**config.mk**
```make
export PLATFORM = sky130hd
export DESIGN_NAME = flash_cmd_sequencer_flat
export DESIGN_NICKNAME = d
export VERILOG_FILES = /design/src/rtl/flash_cmd_sequencer_if.sv /design/src/rtl/flash_cmd_sequencer.sv /design/src/flat_wrapper.sv
export SDC_FILE = /design/constraint.sdc
export NUM_CORES = 1
export LEC_CHECK = 0
export BUFFER_PORTS_ARGS = -buffer_cell sky130_fd_sc_hd__buf_2
export CORE_MARGIN = 10
export CORE_UTILIZATION = 55
export DETAILED_ROUTE_END_ITERATION = 10
export PLACE_DENSITY = 0.89
export SYNTH_ARGS = -nofsm -noshare
export SYNTH_HDL_FRONTEND = slang
export SYNTH_SLANG_ARGS = --single-unit
```
**constraint.sdc**
```tcl
create_clock -name m2 -period 7.64 [get_ports m2]
set_clock_uncertainty 0.05 [all_clocks]
set_input_delay 1.146 -clock m2 [delete_from_list [all_inputs] [get_ports m2]]
set_output_delay 1.146 -clock m2 [all_outputs]
set_load 0.1 [all_outputs]
```
**src/rtl/flash_cmd_sequencer_if.sv**
```systemverilog
// Command hand-over and flash bus signals between the CPU-side decode and the
// flash command sequencer.
interface flash_cmd_sequencer_if;
    logic        cmd_start;
    logic        cmd_erase;
    logic [26:0] cmd_addr;
    logic [7:0]  cmd_data;
    logic [7:0]  flash_dq_in;
    logic        seq_active;
    logic [26:0] seq_addr;
    logic [7:0]  seq_data;
    logic        seq_data_oe;
    logic        seq_ce_n;
    logic        seq_oe_n;
    logic        seq_we_n;
    logic        busy;
    logic        done;
    logic        fail;

    modport master (
        output cmd_start, cmd_erase, cmd_addr, cmd_data, flash_dq_in,
        input  seq_active, seq_addr, seq_data, seq_data_oe, seq_ce_n,
               seq_oe_n, seq_we_n, busy, done, fail
    );

    modport slave (
        input  cmd_start, cmd_erase, cmd_addr, cmd_data, flash_dq_in,
        output seq_active, seq_addr, seq_data, seq_data_oe, seq_ce_n,
               seq_oe_n, seq_we_n, busy, done, fail
    );
endinterface

```
**src/rtl/flash_cmd_sequencer.sv**
```systemverilog
// JEDEC byte-program / sector-erase sequencer: issues the unlock and command
// bus writes, DQ7-polls for completion, verifies, and aborts on timeout.
module flash_cmd_sequencer #(
    parameter logic [11:0] UNLOCK_ADDR1  = 12'hAAA,
    parameter logic [11:0] UNLOCK_ADDR2  = 12'h555,
    parameter int unsigned PROG_TIMEOUT  = 1024,
    parameter int unsigned ERASE_TIMEOUT = 2097152,
    parameter int unsigned TMR_BITS      = 22
) (
    input logic                  m2,
    input logic                  reset_n,
    flash_cmd_sequencer_if.slave ctl
);

    localparam int unsigned AW   = 27;
    localparam int unsigned DW   = 8;
    localparam int unsigned SW   = 3;
    localparam int unsigned HI_W = AW - 12;

    typedef enum logic [3:0] {
        S_IDLE,
        S_W_SETUP,
        S_W_PULSE,
        S_W_HOLD,
        S_POLL,
        S_VERIFY,
        S_A_SETUP,
        S_A_PULSE,
        S_A_HOLD,
        S_FIN_OK,
        S_FIN_ERR
    } state_e;

    state_e                state_q, state_d;
    logic [SW-1:0]         step_q, step_d;
    logic                  erase_q, erase_d;
    logic [AW-1:0]         caddr_q, caddr_d;
    logic [DW-1:0]         cdata_q, cdata_d;
    logic [TMR_BITS-1:0]   tmr_q, tmr_d;
    logic                  match_q, match_d;
    logic                  active_q, active_d;
    logic                  busy_q, busy_d;
    logic                  done_q, done_d;
    logic                  fail_q, fail_d;
    logic [AW-1:0]         addr_q, addr_d;
    logic [DW-1:0]         wdata_q, wdata_d;
    logic                  data_oe_q, data_oe_d;
    logic                  ce_n_q, ce_n_d;
    logic                  oe_n_q, oe_n_d;
    logic                  we_n_q, we_n_d;

    logic [TMR_BITS-1:0]   tmr_lim;
    logic [SW-1:0]         last_step;
    logic                  dq7_ok;
    logic [HI_W-1:0]       hi;
    logic [AW-1:0]         wr_addr;
    logic [DW-1:0]         wr_data;

    assign tmr_lim   = erase_q ? TMR_BITS'(ERASE_TIMEOUT) : TMR_BITS'(PROG_TIMEOUT);
    assign last_step = erase_q ? SW'(5) : SW'(3);
    assign dq7_ok    = (ctl.flash_dq_in[7] == (erase_q ? 1'b1 : cdata_q[7]));

    // Next state, then registered bus/flag values decoded from the state being entered
    always_comb begin
        state_d = state_q;
        step_d  = step_q;
        erase_d = erase_q;
        caddr_d = caddr_q;
        cdata_d = cdata_q;
        tmr_d   = tmr_q;
        match_d = match_q;
        done_d  = done_q;
        fail_d  = fail_q;
        hi      = '0;
        wr_addr = '0;
        wr_data = '0;

        case (state_q)
            S_IDLE: begin
                if (ctl.cmd_start) begin
                    erase_d = ctl.cmd_erase;
                    caddr_d = ctl.cmd_addr;
                    cdata_d = ctl.cmd_data;
                    done_d  = 1'b0;
                    fail_d  = 1'b0;
                    step_d  = '0;
                    state_d = S_W_SETUP;
                end
            end
            S_W_SETUP: state_d = S_W_PULSE;
            S_W_PULSE: state_d = S_W_HOLD;
            S_W_HOLD: begin
                if (step_q == last_step) begin
                    tmr_d   = '0;
                    match_d = 1'b0;
                    state_d = S_POLL;
                end else begin
                    step_d  = step_q + SW'(1);
                    state_d = S_W_SETUP;
                end
            end
            S_POLL: begin
                // Two back-to-back DQ7 matches win over a timeout on the same cycle
                if (dq7_ok && match_q) begin
                    state_d = S_VERIFY;
                end else begin
                    match_d = dq7_ok;
                    if (tmr_q < tmr_lim) tmr_d = tmr_q + TMR_BITS'(1);
                    if (tmr_q >= tmr_lim - TMR_BITS'(1)) state_d = S_A_SETUP;
                end
            end
            S_VERIFY: begin
                if (ctl.flash_dq_in == (erase_q ? DW'(8'hFF) : cdata_q)) state_d = S_FIN_OK;
                else                                                       state_d = S_FIN_ERR;
            end
            S_A_SETUP: state_d = S_A_PULSE;
            S_A_PULSE: state_d = S_A_HOLD;
            S_A_HOLD:  state_d = S_FIN_ERR;
            S_FIN_OK:  state_d = S_IDLE;
            S_FIN_ERR: state_d = S_IDLE;
            default:   state_d = S_IDLE;
        endcase

        if (state_d == S_FIN_OK)  done_d = 1'b1;
        if (state_d == S_FIN_ERR) fail_d = 1'b1;

        // Unlock / command write table, indexed by the step being entered
        hi = caddr_d[AW-1:12];
        case (step_d)
            SW'(0):  begin wr_addr = {hi, UNLOCK_ADDR1}; wr_data = 8'hAA; end
            SW'(1):  begin wr_addr = {hi, UNLOCK_ADDR2}; wr_data = 8'h55; end
            SW'(2):  begin wr_addr = {hi, UNLOCK_ADDR1}; wr_data = erase_d ? 8'h80 : 8'hA0; end
            SW'(3):  begin
                if (erase_d) begin wr_addr = {hi, UNLOCK_ADDR1}; wr_data = 8'hAA;   end
                else         begin wr_addr = caddr_d;            wr_data = cdata_d; end
            end
            SW'(4):  begin wr_addr = {hi, UNLOCK_ADDR2}; wr_data = 8'h55; end
            default: begin wr_addr = {hi, 12'h000};      wr_data = 8'h30; end
        endcase

        active_d  = (state_d != S_IDLE);
        busy_d    = (state_d != S_IDLE);
        addr_d    = addr_q;
        wdata_d   = wdata_q;
        data_oe_d = 1'b0;
        ce_n_d    = 1'b1;
        oe_n_d    = 1'b1;
        we_n_d    = 1'b1;

        case (state_d)
            S_W_SETUP, S_W_PULSE, S_W_HOLD: begin
                addr_d    = wr_addr;
                wdata_d   = wr_data;
                data_oe_d = 1'b1;
                ce_n_d    = 1'b0;
                we_n_d    = (state_d != S_W_PULSE);
            end
            S_POLL, S_VERIFY: begin
                addr_d = caddr_d;
                ce_n_d = 1'b0;
                oe_n_d = 1'b0;
            end
            S_A_SETUP, S_A_PULSE, S_A_HOLD: begin
                addr_d    = caddr_d;
                wdata_d   = 8'hF0;
                data_oe_d = 1'b1;
                ce_n_d    = 1'b0;
                we_n_d    = (state_d != S_A_PULSE);
            end
            default: ;
        endcase
    end

    always_ff @(posedge m2 or negedge reset_n) begin
        if (!reset_n) begin
            state_q   <= S_IDLE;
            step_q    <= '0;
            erase_q   <= 1'b0;
            caddr_q   <= '0;
            cdata_q   <= '0;
            tmr_q     <= '0;
            match_q   <= 1'b0;
            active_q  <= 1'b0;
            busy_q    <= 1'b0;
            done_q    <= 1'b0;
            fail_q    <= 1'b0;
            addr_q    <= '0;
            wdata_q   <= '0;
            data_oe_q <= 1'b0;
            ce_n_q    <= 1'b1;
            oe_n_q    <= 1'b1;
            we_n_q    <= 1'b1;
        end else begin
            state_q   <= state_d;
            step_q    <= step_d;
            erase_q   <= erase_d;
            caddr_q   <= caddr_d;
            cdata_q   <= cdata_d;
            tmr_q     <= tmr_d;
            match_q   <= match_d;
            active_q  <= active_d;
            busy_q    <= busy_d;
            done_q    <= done_d;
            fail_q    <= fail_d;
            addr_q    <= addr_d;
            wdata_q   <= wdata_d;
            data_oe_q <= data_oe_d;
            ce_n_q    <= ce_n_d;
            oe_n_q    <= oe_n_d;
            we_n_q    <= we_n_d;
        end
    end

    assign ctl.seq_active  = active_q;
    assign ctl.seq_addr    = addr_q;
    assign ctl.seq_data    = wdata_q;
    assign ctl.seq_data_oe = data_oe_q;
    assign ctl.seq_ce_n    = ce_n_q;
    assign ctl.seq_oe_n    = oe_n_q;
    assign ctl.seq_we_n    = we_n_q;
    assign ctl.busy        = busy_q;
    assign ctl.done        = done_q;
    assign ctl.fail        = fail_q;

endmodule

```
**src/flat_wrapper.sv**
```systemverilog
// flat-port wrapper written by rule: the top's interface ports become plain ports
module flash_cmd_sequencer_flat 
#(
    parameter logic [11:0] UNLOCK_ADDR1  = 12'hAAA,
    parameter logic [11:0] UNLOCK_ADDR2  = 12'h555,
    parameter int unsigned PROG_TIMEOUT  = 1024,
    parameter int unsigned ERASE_TIMEOUT = 2097152,
    parameter int unsigned TMR_BITS      = 22
)
  (m2, reset_n, ctl_cmd_start, ctl_cmd_erase, ctl_cmd_addr, ctl_cmd_data, ctl_flash_dq_in, ctl_seq_active, ctl_seq_addr, ctl_seq_data, ctl_seq_data_oe, ctl_seq_ce_n, ctl_seq_oe_n, ctl_seq_we_n, ctl_busy, ctl_done, ctl_fail);
  flash_cmd_sequencer_if ctl_i ();
  input logic m2;
  input logic reset_n;
  input wire logic [$bits(ctl_i.cmd_start)-1:0] ctl_cmd_start;
  input wire logic [$bits(ctl_i.cmd_erase)-1:0] ctl_cmd_erase;
  input wire logic [$bits(ctl_i.cmd_addr)-1:0] ctl_cmd_addr;
  input wire logic [$bits(ctl_i.cmd_data)-1:0] ctl_cmd_data;
  input wire logic [$bits(ctl_i.flash_dq_in)-1:0] ctl_flash_dq_in;
  output wire logic [$bits(ctl_i.seq_active)-1:0] ctl_seq_active;
  output wire logic [$bits(ctl_i.seq_addr)-1:0] ctl_seq_addr;
  output wire logic [$bits(ctl_i.seq_data)-1:0] ctl_seq_data;
  output wire logic [$bits(ctl_i.seq_data_oe)-1:0] ctl_seq_data_oe;
  output wire logic [$bits(ctl_i.seq_ce_n)-1:0] ctl_seq_ce_n;
  output wire logic [$bits(ctl_i.seq_oe_n)-1:0] ctl_seq_oe_n;
  output wire logic [$bits(ctl_i.seq_we_n)-1:0] ctl_seq_we_n;
  output wire logic [$bits(ctl_i.busy)-1:0] ctl_busy;
  output wire logic [$bits(ctl_i.done)-1:0] ctl_done;
  output wire logic [$bits(ctl_i.fail)-1:0] ctl_fail;
  assign ctl_i.cmd_start = ctl_cmd_start;
  assign ctl_i.cmd_erase = ctl_cmd_erase;
  assign ctl_i.cmd_addr = ctl_cmd_addr;
  assign ctl_i.cmd_data = ctl_cmd_data;
  assign ctl_i.flash_dq_in = ctl_flash_dq_in;
  assign ctl_seq_active = ctl_i.seq_active;
  assign ctl_seq_addr = ctl_i.seq_addr;
  assign ctl_seq_data = ctl_i.seq_data;
  assign ctl_seq_data_oe = ctl_i.seq_data_oe;
  assign ctl_seq_ce_n = ctl_i.seq_ce_n;
  assign ctl_seq_oe_n = ctl_i.seq_oe_n;
  assign ctl_seq_we_n = ctl_i.seq_we_n;
  assign ctl_busy = ctl_i.busy;
  assign ctl_done = ctl_i.done;
  assign ctl_fail = ctl_i.fail;
  flash_cmd_sequencer #(.UNLOCK_ADDR1(UNLOCK_ADDR1), .UNLOCK_ADDR2(UNLOCK_ADDR2), .PROG_TIMEOUT(PROG_TIMEOUT), .ERASE_TIMEOUT(ERASE_TIMEOUT), .TMR_BITS(TMR_BITS)) u_core (.m2(m2), .reset_n(reset_n), .ctl(ctl_i));
endmodule
```
# Word-level counts from Yosys, hierarchy flattened
# Index checks and enable logic that the tools add are counted.
[op_classes] shift=0 n_bitwise=0 multipliers=0 n_eq_ne=30 n_lt_le_gt_ge=2 n_div=0 add_sub_neg=3 n_reduce_logical=23 mux=41
[ops] cell="$mux 22" count=4
[ops] cell="$mux 27" count=2
[ops] cell="$pmux 27 s2" count=1
[ops] cell="$pmux 22 s2" count=1
[ops] cell="$pmux 12 s3" count=1
[ops] cell="$pmux 4 s9" count=1
[ops] cell="$eq 4x3->1 const B" count=8
[ops] cell="$mux 8" count=4
[ops] cell="$pmux 8 s4" count=1
[ops] cell="$add 22x1->22 const B" count=1
[ops] cell="$ge 22x22->1" count=1
[ops] cell="$lt 22x22->1" count=1
[ops] cell="$sub 22x1->22 const B" count=1
[ops] cell="$eq 4x2->1 const B" count=4
[ops] cell="$eq 4x4->1 const B" count=4
[ops] cell="$pmux 8 s2" count=1
[ops] cell="$reduce_bool 2->1" count=7
[ops] cell="$mux 1" count=12
[ops] cell="$mux 12" count=1
[ops] cell="$mux 3" count=4
[ops] cell="$mux 4" count=3
[ops] cell="$eq 4x1->1 const B" count=2
[ops] cell="$eq 8x8->1" count=1
[ops] cell="$reduce_or 8->1" count=1
[ops] cell="other kinds (25)" count=32
[totals] output_inout_bits=43 word_cells=115 n_memories=0 ff_bits=108 ram_bits=0 romBits=0 input_bits=47 latchBits=0

# Logic depth before layout (Yosys ltp)
# Gate-level depths: netlist (run 1).
[depth] word_depth=9 mapped_depth=10 ltp_nobuf=8

# Worst setup path after synthesis (run 1)
# Ideal clock, no wire load.
[synth_path] path_type="reg2reg" from="register u_core.erase_q" to="register u_core.tmr_q[14]" setup_time_ps=132 required_time_ps=7458 setup_slack_ps=4998 period_less_slack_ps=2642 stages_incl_launch_ff=11 path_buffers=2 arrival_ps=2460 cell_sequence="dfrtp_1 buf_2 inv_1 ha_1 or4b_1 o31ai_2 a31oi_4 buf_4 nor3_2 xnor2_1 nor2_1"
[synth_between] elab_chain_cells=5 elab_cells_between_ends=11 classes_between="order compare: 1; eq/ne: 5; mux: 3; reduce/logical: 2"
[synth_rtl] element="start: declaration" line_no="flash_cmd_sequencer.sv:36" source="logic erase_q, erase_d;"
[synth_rtl] element="start signal: assignment" line_no="flash_cmd_sequencer.sv:196" source="erase_q <= erase_d;"
[synth_rtl] element="parallel branches: the longest is 4 deep, another holds $lt 22x22->1"
[synth_rtl] element="$reduce_and 4->1 (no line) *"
[synth_rtl] element="end signal: assignment" line_no="flash_cmd_sequencer.sv:199" source="tmr_q <= tmr_d;"
[synth_rtl] element="end: declaration" line_no="flash_cmd_sequencer.sv:39" source="logic [TMR_BITS-1:0] tmr_q, tmr_d;"
# Every way passes the cells marked *.
# A chain may end at the register's enable or synchronous reset.

# Worst setup path in the final report (run 1)
[layout_path] from="register u_core.erase_q" to="register u_core.we_n_q, in the netlist u_core.ctl.seq_we_n"
[layout_between] elab_chain_cells=9 elab_cells_between_ends=26 classes_between="add/sub: 1; order compare: 1; eq/ne: 11; mux: 10; reduce/logical: 3"
[layout_rtl] element="$mux 22" line_no="flash_cmd_sequencer.sv:59" source="assign tmr_lim = erase_q ? TMR_BITS'(ERASE_TIMEOUT) : TMR_BITS'(PROG_TIMEOUT);"
[layout_rtl] element="$sub 22x1->22" line_no="flash_cmd_sequencer.sv:109" source="if (tmr_q >= tmr_lim - TMR_BITS'(1)) state_d = S_A_SETUP;"
[layout_rtl] element="$ge 22x22->1" line_no="flash_cmd_sequencer.sv:109"
[layout_rtl] element="$mux 4" line_no="flash_cmd_sequencer.sv:109"
[layout_rtl] element="$mux 4" line_no="flash_cmd_sequencer.sv:104" source="if (dq7_ok && match_q) begin"
[layout_rtl] element="$pmux 4 s9 *" line_no="flash_cmd_sequencer.sv:78" source="case (state_q)"
[layout_rtl] element="$eq 4x3->1 (tied with other cells)" line_no="flash_cmd_sequencer.sv:150" source="case (state_d)"
[layout_rtl] element="$reduce_or 3->1"
[layout_rtl] element="$pmux 1 s2 *" line_no="flash_cmd_sequencer.sv:150"
[layout_rtl] element="via u_core.we_n_d" line_no="flash_cmd_sequencer.sv:50" source="logic we_n_q, we_n_d;"
[layout_rtl] element="end signal: assignment" line_no="flash_cmd_sequencer.sv:210" source="we_n_q <= we_n_d;"
[layout_rtl] element="end: declaration" line_no="flash_cmd_sequencer.sv:50"
# The timed path passes the listed nets; every way through them passes the cells marked *.

==> results.md, run 1 <==
- Hpwl dp: 9770 um
- PnR worst setup slack: 4240 ps
- RSZ-0062 raised after global routing: false
- Max-cap violations: 0
- Final wirelength: 13300 um
- DRC: 0
- Total number of vias: 4534
- Fin. max-slew vios: 0
- Layout area overhead: 12.7%
- Area share of the largest cell type after synthesis: 0.483
- H-tree depth: 3
- Initial cell density of the core: 0.561
- Final cell count without fillers: 799
- # nets final: 724
- Die area: 14300 um^2
- Chip Height: 119 um
- First-pass GRT wire length: 21900 um
- Mapped Cells: 584
- CTS resizes: 0
- Largest net degree at the start of global routing: 58
- CTS Buf Count: 9
- Average cell area after synthesis: 9.31 um^2
- ANT cells: 0
- Gr ovfl total: 0
- Final-report hold violation count: 0
- Critical path arrival: 3640 ps
- CTS Hold Buffers Added: 0
- Post-CTS Setup Repair Bufs: 0
- Max Fclk: 294 MHz
- Period utilization: 0.445
- Asr flop ratio synth: 1.00
- Synth top cells by count: nand2_1 (175), dfrtp_1 (105), nor2_1 (36)
- Number of synthesized flops with an enable pin: 0
- Net count after synthesis: 646
- Die X: 119 um
- Pre-CTS WS: 4320 ps
- DR iter-0 viols: 389
- Vias per cell: 5.67
- Synth area leaders: dfrtp_1 (48%), nand2_1 (12%), ha_1 (3.5%)
- Min Tclk post-route: 3400 ps
- Worst Tran Pin Value: 1140 ps
- All-layer global routing usage: 0.184
- Worst-skew pair later-pin latency: 380 ps
- Share of layout cells above drive strength 1: 0.207
- Clock Sinks: 108
- CTS max path bufs: 2
- Syn Std Cell Area: 5440 um^2
- Critical Path End Type: flip-flop
- Startpoint types: flip-flop
- Status: finished clean
- CP required: 7880 ps
- Top Ports: 90
- Clock root buffer: clkbuf_8
- Most numerous cell in the Yosys netlist: nand2_1
- Critical Setup Path Class: flip-flop to flip-flop
- IO Port Bufs: 89
- First-pass DRT Iterations: 6
- Number of setup violations in the final report: 0
- Worst-path clk slew: 100 ps
- Hold_ws: 426 ps
- Dpl cells: 784
- GP Congestion: 0.925
- CTS tree: yes
- CP max FO: 22
- Top cell type by total area after synthesis: dfrtp_1
- Row cnt: 36
- Routed Antenna Nets: 0
- Fin Setup TNS: 0 ps
- Worst hold path type: flip-flop to flip-flop
- Yosys reg bits: 108
- Std-Cell Core Area: 9680 um^2
- Vias in the first global route: 4530
- Ys Warns: 0
- Initial antenna violation count: 0
- Netlist cell types: 62
- Relative slew slack: 0.220
- Synth Flop Type: dfrtp_1
- Drt wl/cell: 16.6 um
- Sequential-to-total area share from yosys stat: 0.498
[cells in the final DEF (no fill, tap or decap), drive strengths merged, types with 9 or more instances in the layout]
| master | synthesis | layout |
|---|---|---|
| xnor2 | 18 | 18 |
| a21oi | 26 | 26 |
| nand3 | 17 | 17 |
| dfrtp | 105 | 105 |
| nor2 | 36 | 36 |
| nor3 | 19 | 19 |
| o21ai | 19 | 19 |
| nand2 | 175 | 175 |
| clkbuf | 10 | 10 |
| buf | 15 | 92 |
| inv | 18 | 19 |
| nor4 | 9 | 9 |
| ha | 15 | 15 |
[sequential cells by signal, indices dropped and copies added, names as in the netlist]
name                    cells
u_core.ctl.seq_we_n         1
u_core.ctl.seq_addr        27
u_core.caddr_q             27
u_core.ctl.done             1
u_core.cdata_q              8
u_core.ctl.seq_ce_n         1
u_core.state_q              4
u_core.ctl.seq_active       1
u_core.ctl.fail             1
u_core.erase_q              1
u_core.step_q               3
u_core.tmr_q               22
u_core.match_q              1
u_core.ctl.seq_data         8
u_core.ctl.seq_oe_n         1
u_core.ctl.seq_data_oe      1
[area by class of cell]
type                            instances  area [um^2]
Clock buffer                           10          128
Clock inverter                          5         37.5
Fill cell                             762         3560
Inverter                               18         67.6
Multi-Input combinational cell        433         2550
Sequential cell                       108         2710
Tap cell                              133          166
Timing Repair Buffer                   92          470
[metal layers]
layer / vias up / share of wire / GRT usage
met2: 156 / 0.50 / 0.307
met1: 2204 / 0.41 / 0.223
li1: 2147 / - / -
met5: - / 0 / 0
met4: 0 / 0.029 / 0.0890
met3: 27 / 0.066 / 0.0397
[final timing paths]
kind                                                      from                                  end  slack, ps  depth (start not counted)
setup / recovery                      u_core.erase_q$_DFF_PN0_        u_core.ctl.seq_we_n$_DFF_PN1_       4240                          8
hold / removal             u_core.ctl.seq_addr[16]$_DFFE_PN0P_  u_core.ctl.seq_addr[16]$_DFFE_PN0P_        430                          2
setup reg to reg                      u_core.erase_q$_DFF_PN0_        u_core.ctl.seq_we_n$_DFF_PN1_       4240                          8
hold reg to reg            u_core.ctl.seq_addr[16]$_DFFE_PN0P_  u_core.ctl.seq_addr[16]$_DFFE_PN0P_        430                          2
max in group asynchronous                              reset_n  u_core.ctl.seq_addr[11]$_DFFE_PN0P_       5680                          2
min in group asynchronous                              reset_n           u_core.step_q[0]$_DFF_PN0_        740                          1
[worst max-delay path, cell delays in order, from the launching register on]
cell and delay, ps:
dfrtp_1 800, inv_1 440, ha_1 400, nand4b_1 190
nor4_1 460, o211ai_2 170, and3_1 330, and3_1 250
o2111ai_2 210
[cells by family (layout without fill, tap and decap cells)]
kind of cell	after synthesis	after routing	share of synthesized area
mux	13	13	0.0251
flops	108	108	0.498
simple gates	296	296	0.264
compound gates	84	84	0.105
xor+xnor	25	25	0.0403
buf+inv	43	125	0.0334
fa+ha+maj	15	15	0.0345
[through the flow]
step | area, um^2 | util
floorplan | 5440 | -
global placement | 5960 | 0.615
detailed placement | 5960 | 0.615
CTS | 6120 | 0.632
global route | 6120 | 0.632
finish | 6120 | 0.632
Power of run 1 is left out: the tool's default activity adds up to more than one toggle a clock period on the data nets, which glitch-free logic cannot reach.
==> inputs of run 2 (changes only) <==
- CORE_UTILIZATION: 55 -> 51
- PLACE_DENSITY: 0.89 -> 0.87
- clock period: 7.64 -> 2.92 ns (I/O delays scaled with it)
==> run 2 against run 1 <==
Compared with the run above: utilization down 3.2 points; flip-flop and latch count unchanged; design area grew 1.7%; sequential share of layout area shrank 0.72 points; via count is essentially flat; routed wire length increased by 1.0%; critical endpoint is now u_core.ctl.seq_data[5]$_DFFE_PN0P_; largest cell class unchanged; first-iteration DRC count shrank 24%; non-clock buffer count up 7; fmax increased by 29%; final cell count increased by 1.4%.
==> results.md, run 2 (same netlist as run 1, synthesis figures left out) <==
- Status: finished clean
- Final-report hold violation count: 0
- Chip Height: 123 um
- CTS max path bufs: 2
- Layout area overhead: 14.5%
- Clock root buffer: clkbuf_8
- Initial antenna violation count: 0
- H-tree depth: 3
- Critical path arrival: 2860 ps
- Most frequent cells in the layout: nand2_1 (175), dfrtp_1 (105), buf_2 (88), nor2_1 (36), a21oi_1 (26)
- Gr ovfl total: 0
- # nets final: 731
- Critical Path End Type: flip-flop
- Fin Setup TNS: 0 ps
- Post-CTS Setup Repair Bufs: 0
- Area of the multi-input gates: 2550 um^2
- Worst-path clk slew: 110 ps
- Die area: 15200 um^2
- CTS Hold Buffers Added: 0
- Period utilization: 0.906
- Register area: 2710 um^2
- Clock Sinks: 108
- Vias per cell: 5.60
- ANT cells: 0
- Flop2flop setup slack: 280 ps
- CP required: 3140 ps
- Relative slew slack: 0.459
- CTS Buf Count: 9
- Critical Setup Path Class: flip-flop to flip-flop
- Worst Tran Pin Value: 805 ps
- R2R Path End: u_core.ctl.seq_data[5]$_DFFE_PN0P_
- CTS resizes: 0
- Routed Antenna Nets: 0
- Cells along the critical path: nor4_4 -> and2_1 -> o22a_1 -> inv_2 -> nor4_1 -> a21oi_1 -> a221o_1
- Startpoint types: flip-flop
- Fin. max-slew vios: 0
- Total number of vias: 4533
- CP max stage cell: dfrtp_1
- DRC: 0
- All-layer global routing usage: 0.175
- Hpwl dp: 10200 um
- IO Port Bufs: 89
- Critical path's largest stage delay: 540 ps
- CTS tree: yes
- Fill count: 887
- Die X: 123 um
- Drt wl/cell: 16.5 um
- Reg-to-reg startpoint: u_core.state_q[0]$_DFF_PN0_
- Max-cap violations: 0
- GP Congestion: 0.901
- First-pass GRT wire length: 21600 um
- Dpl cells: 794
- Share of layout cells above drive strength 1: 0.217
- Max Fclk: 378 MHz
- Final wirelength: 13400 um
- Largest net degree at the start of global routing: 48
- CP max FO: 14
- Number of setup violations in the final report: 0
- Std-Cell Core Area: 10400 um^2
- Vias in the first global route: 4513
- Worst-skew pair later-pin latency: 380 ps
- Cell depth of the worst flop-to-flop path: 7
- Top Ports: 90
- Commonest non-fill, non-tap cell in the layout: nand2_1
- Final cell count without fillers: 810
- Worst hold path type: primary input to asynchronous set/reset pin
- RSZ-0062 raised after global routing: false
- Final Util: 0.600
- Initial cell density of the core: 0.524
- DR iter-0 viols: 296
- Min Tclk post-route: 2640 ps
- Row cnt: 37
- First-pass DRT Iterations: 5
-- run 2: worst max-delay path, delay by kind of cell, from the launching register on --
kind	cells	cell delay [ps]
simple gates	3	1030
compound gates	3	780
flops	1	540
buf+inv	1	140
-- run 2: per-layer routing --
metal / GRT usage / part of all wire / vias to the layer above
li1: - / - / 2166
met1: 0.216 / 0.42 / 2210
met2: 0.291 / 0.49 / 133
met3: 0.0346 / 0.064 / 24
met4: 0.0815 / 0.026 / 0
met5: 0 / 0 / -
-- run 2: stage by stage --
| stage | area, um^2 | hold WS [ps] | setup slack, ps |
|---|---|---|---|
| CTS | 6230 | 12.8 | 287 |
| floorplan | 5440 | 92.4 | 278 |
| global route | 6230 | 27.3 | 97.5 |
| global placement | 6030 | 403 | 391 |
| finish | 6230 | 3.11 | 276 |
| detailed placement | 6030 | 407 | 302 |
-- run 2: layout make-up --
class | instances | area share
clock buffer | 10 | 0.0205
multi-input combinational | 433 | 0.409
timing repair buffer | 99 | 0.0860
clock inverter | 6 | 0.0113
tap | 136 | 0.0273
sequential | 108 | 0.435
inverter | 18 | 0.0109
-- run 2: how the worst max path moves through the flow --
stage / from / endpoint / slack (ps) / depth (start not counted)
detailed placement: u_core.state_q[0]$_DFF_PN0_ / u_core.ctl.seq_addr[10]$_DFFE_PN0P_ / 300 / 8
finish: u_core.state_q[0]$_DFF_PN0_ / u_core.ctl.seq_data[5]$_DFFE_PN0P_ / 280 / 7
global placement: u_core.state_q[0]$_DFF_PN0_ / u_core.tmr_q[21]$_DFFE_PN0P_ / 390 / 6
CTS: u_core.erase_q$_DFF_PN0_ / u_core.tmr_q[21]$_DFFE_PN0P_ / 290 / 8
floorplan: u_core.erase_q$_DFF_PN0_ / u_core.tmr_q[20]$_DFFE_PN0P_ / 280 / 10
global route: u_core.state_q[0]$_DFF_PN0_ / u_core.ctl.seq_addr[10]$_DFFE_PN0P_ / 100 / 8
Power of run 2 is left out for the same reason.
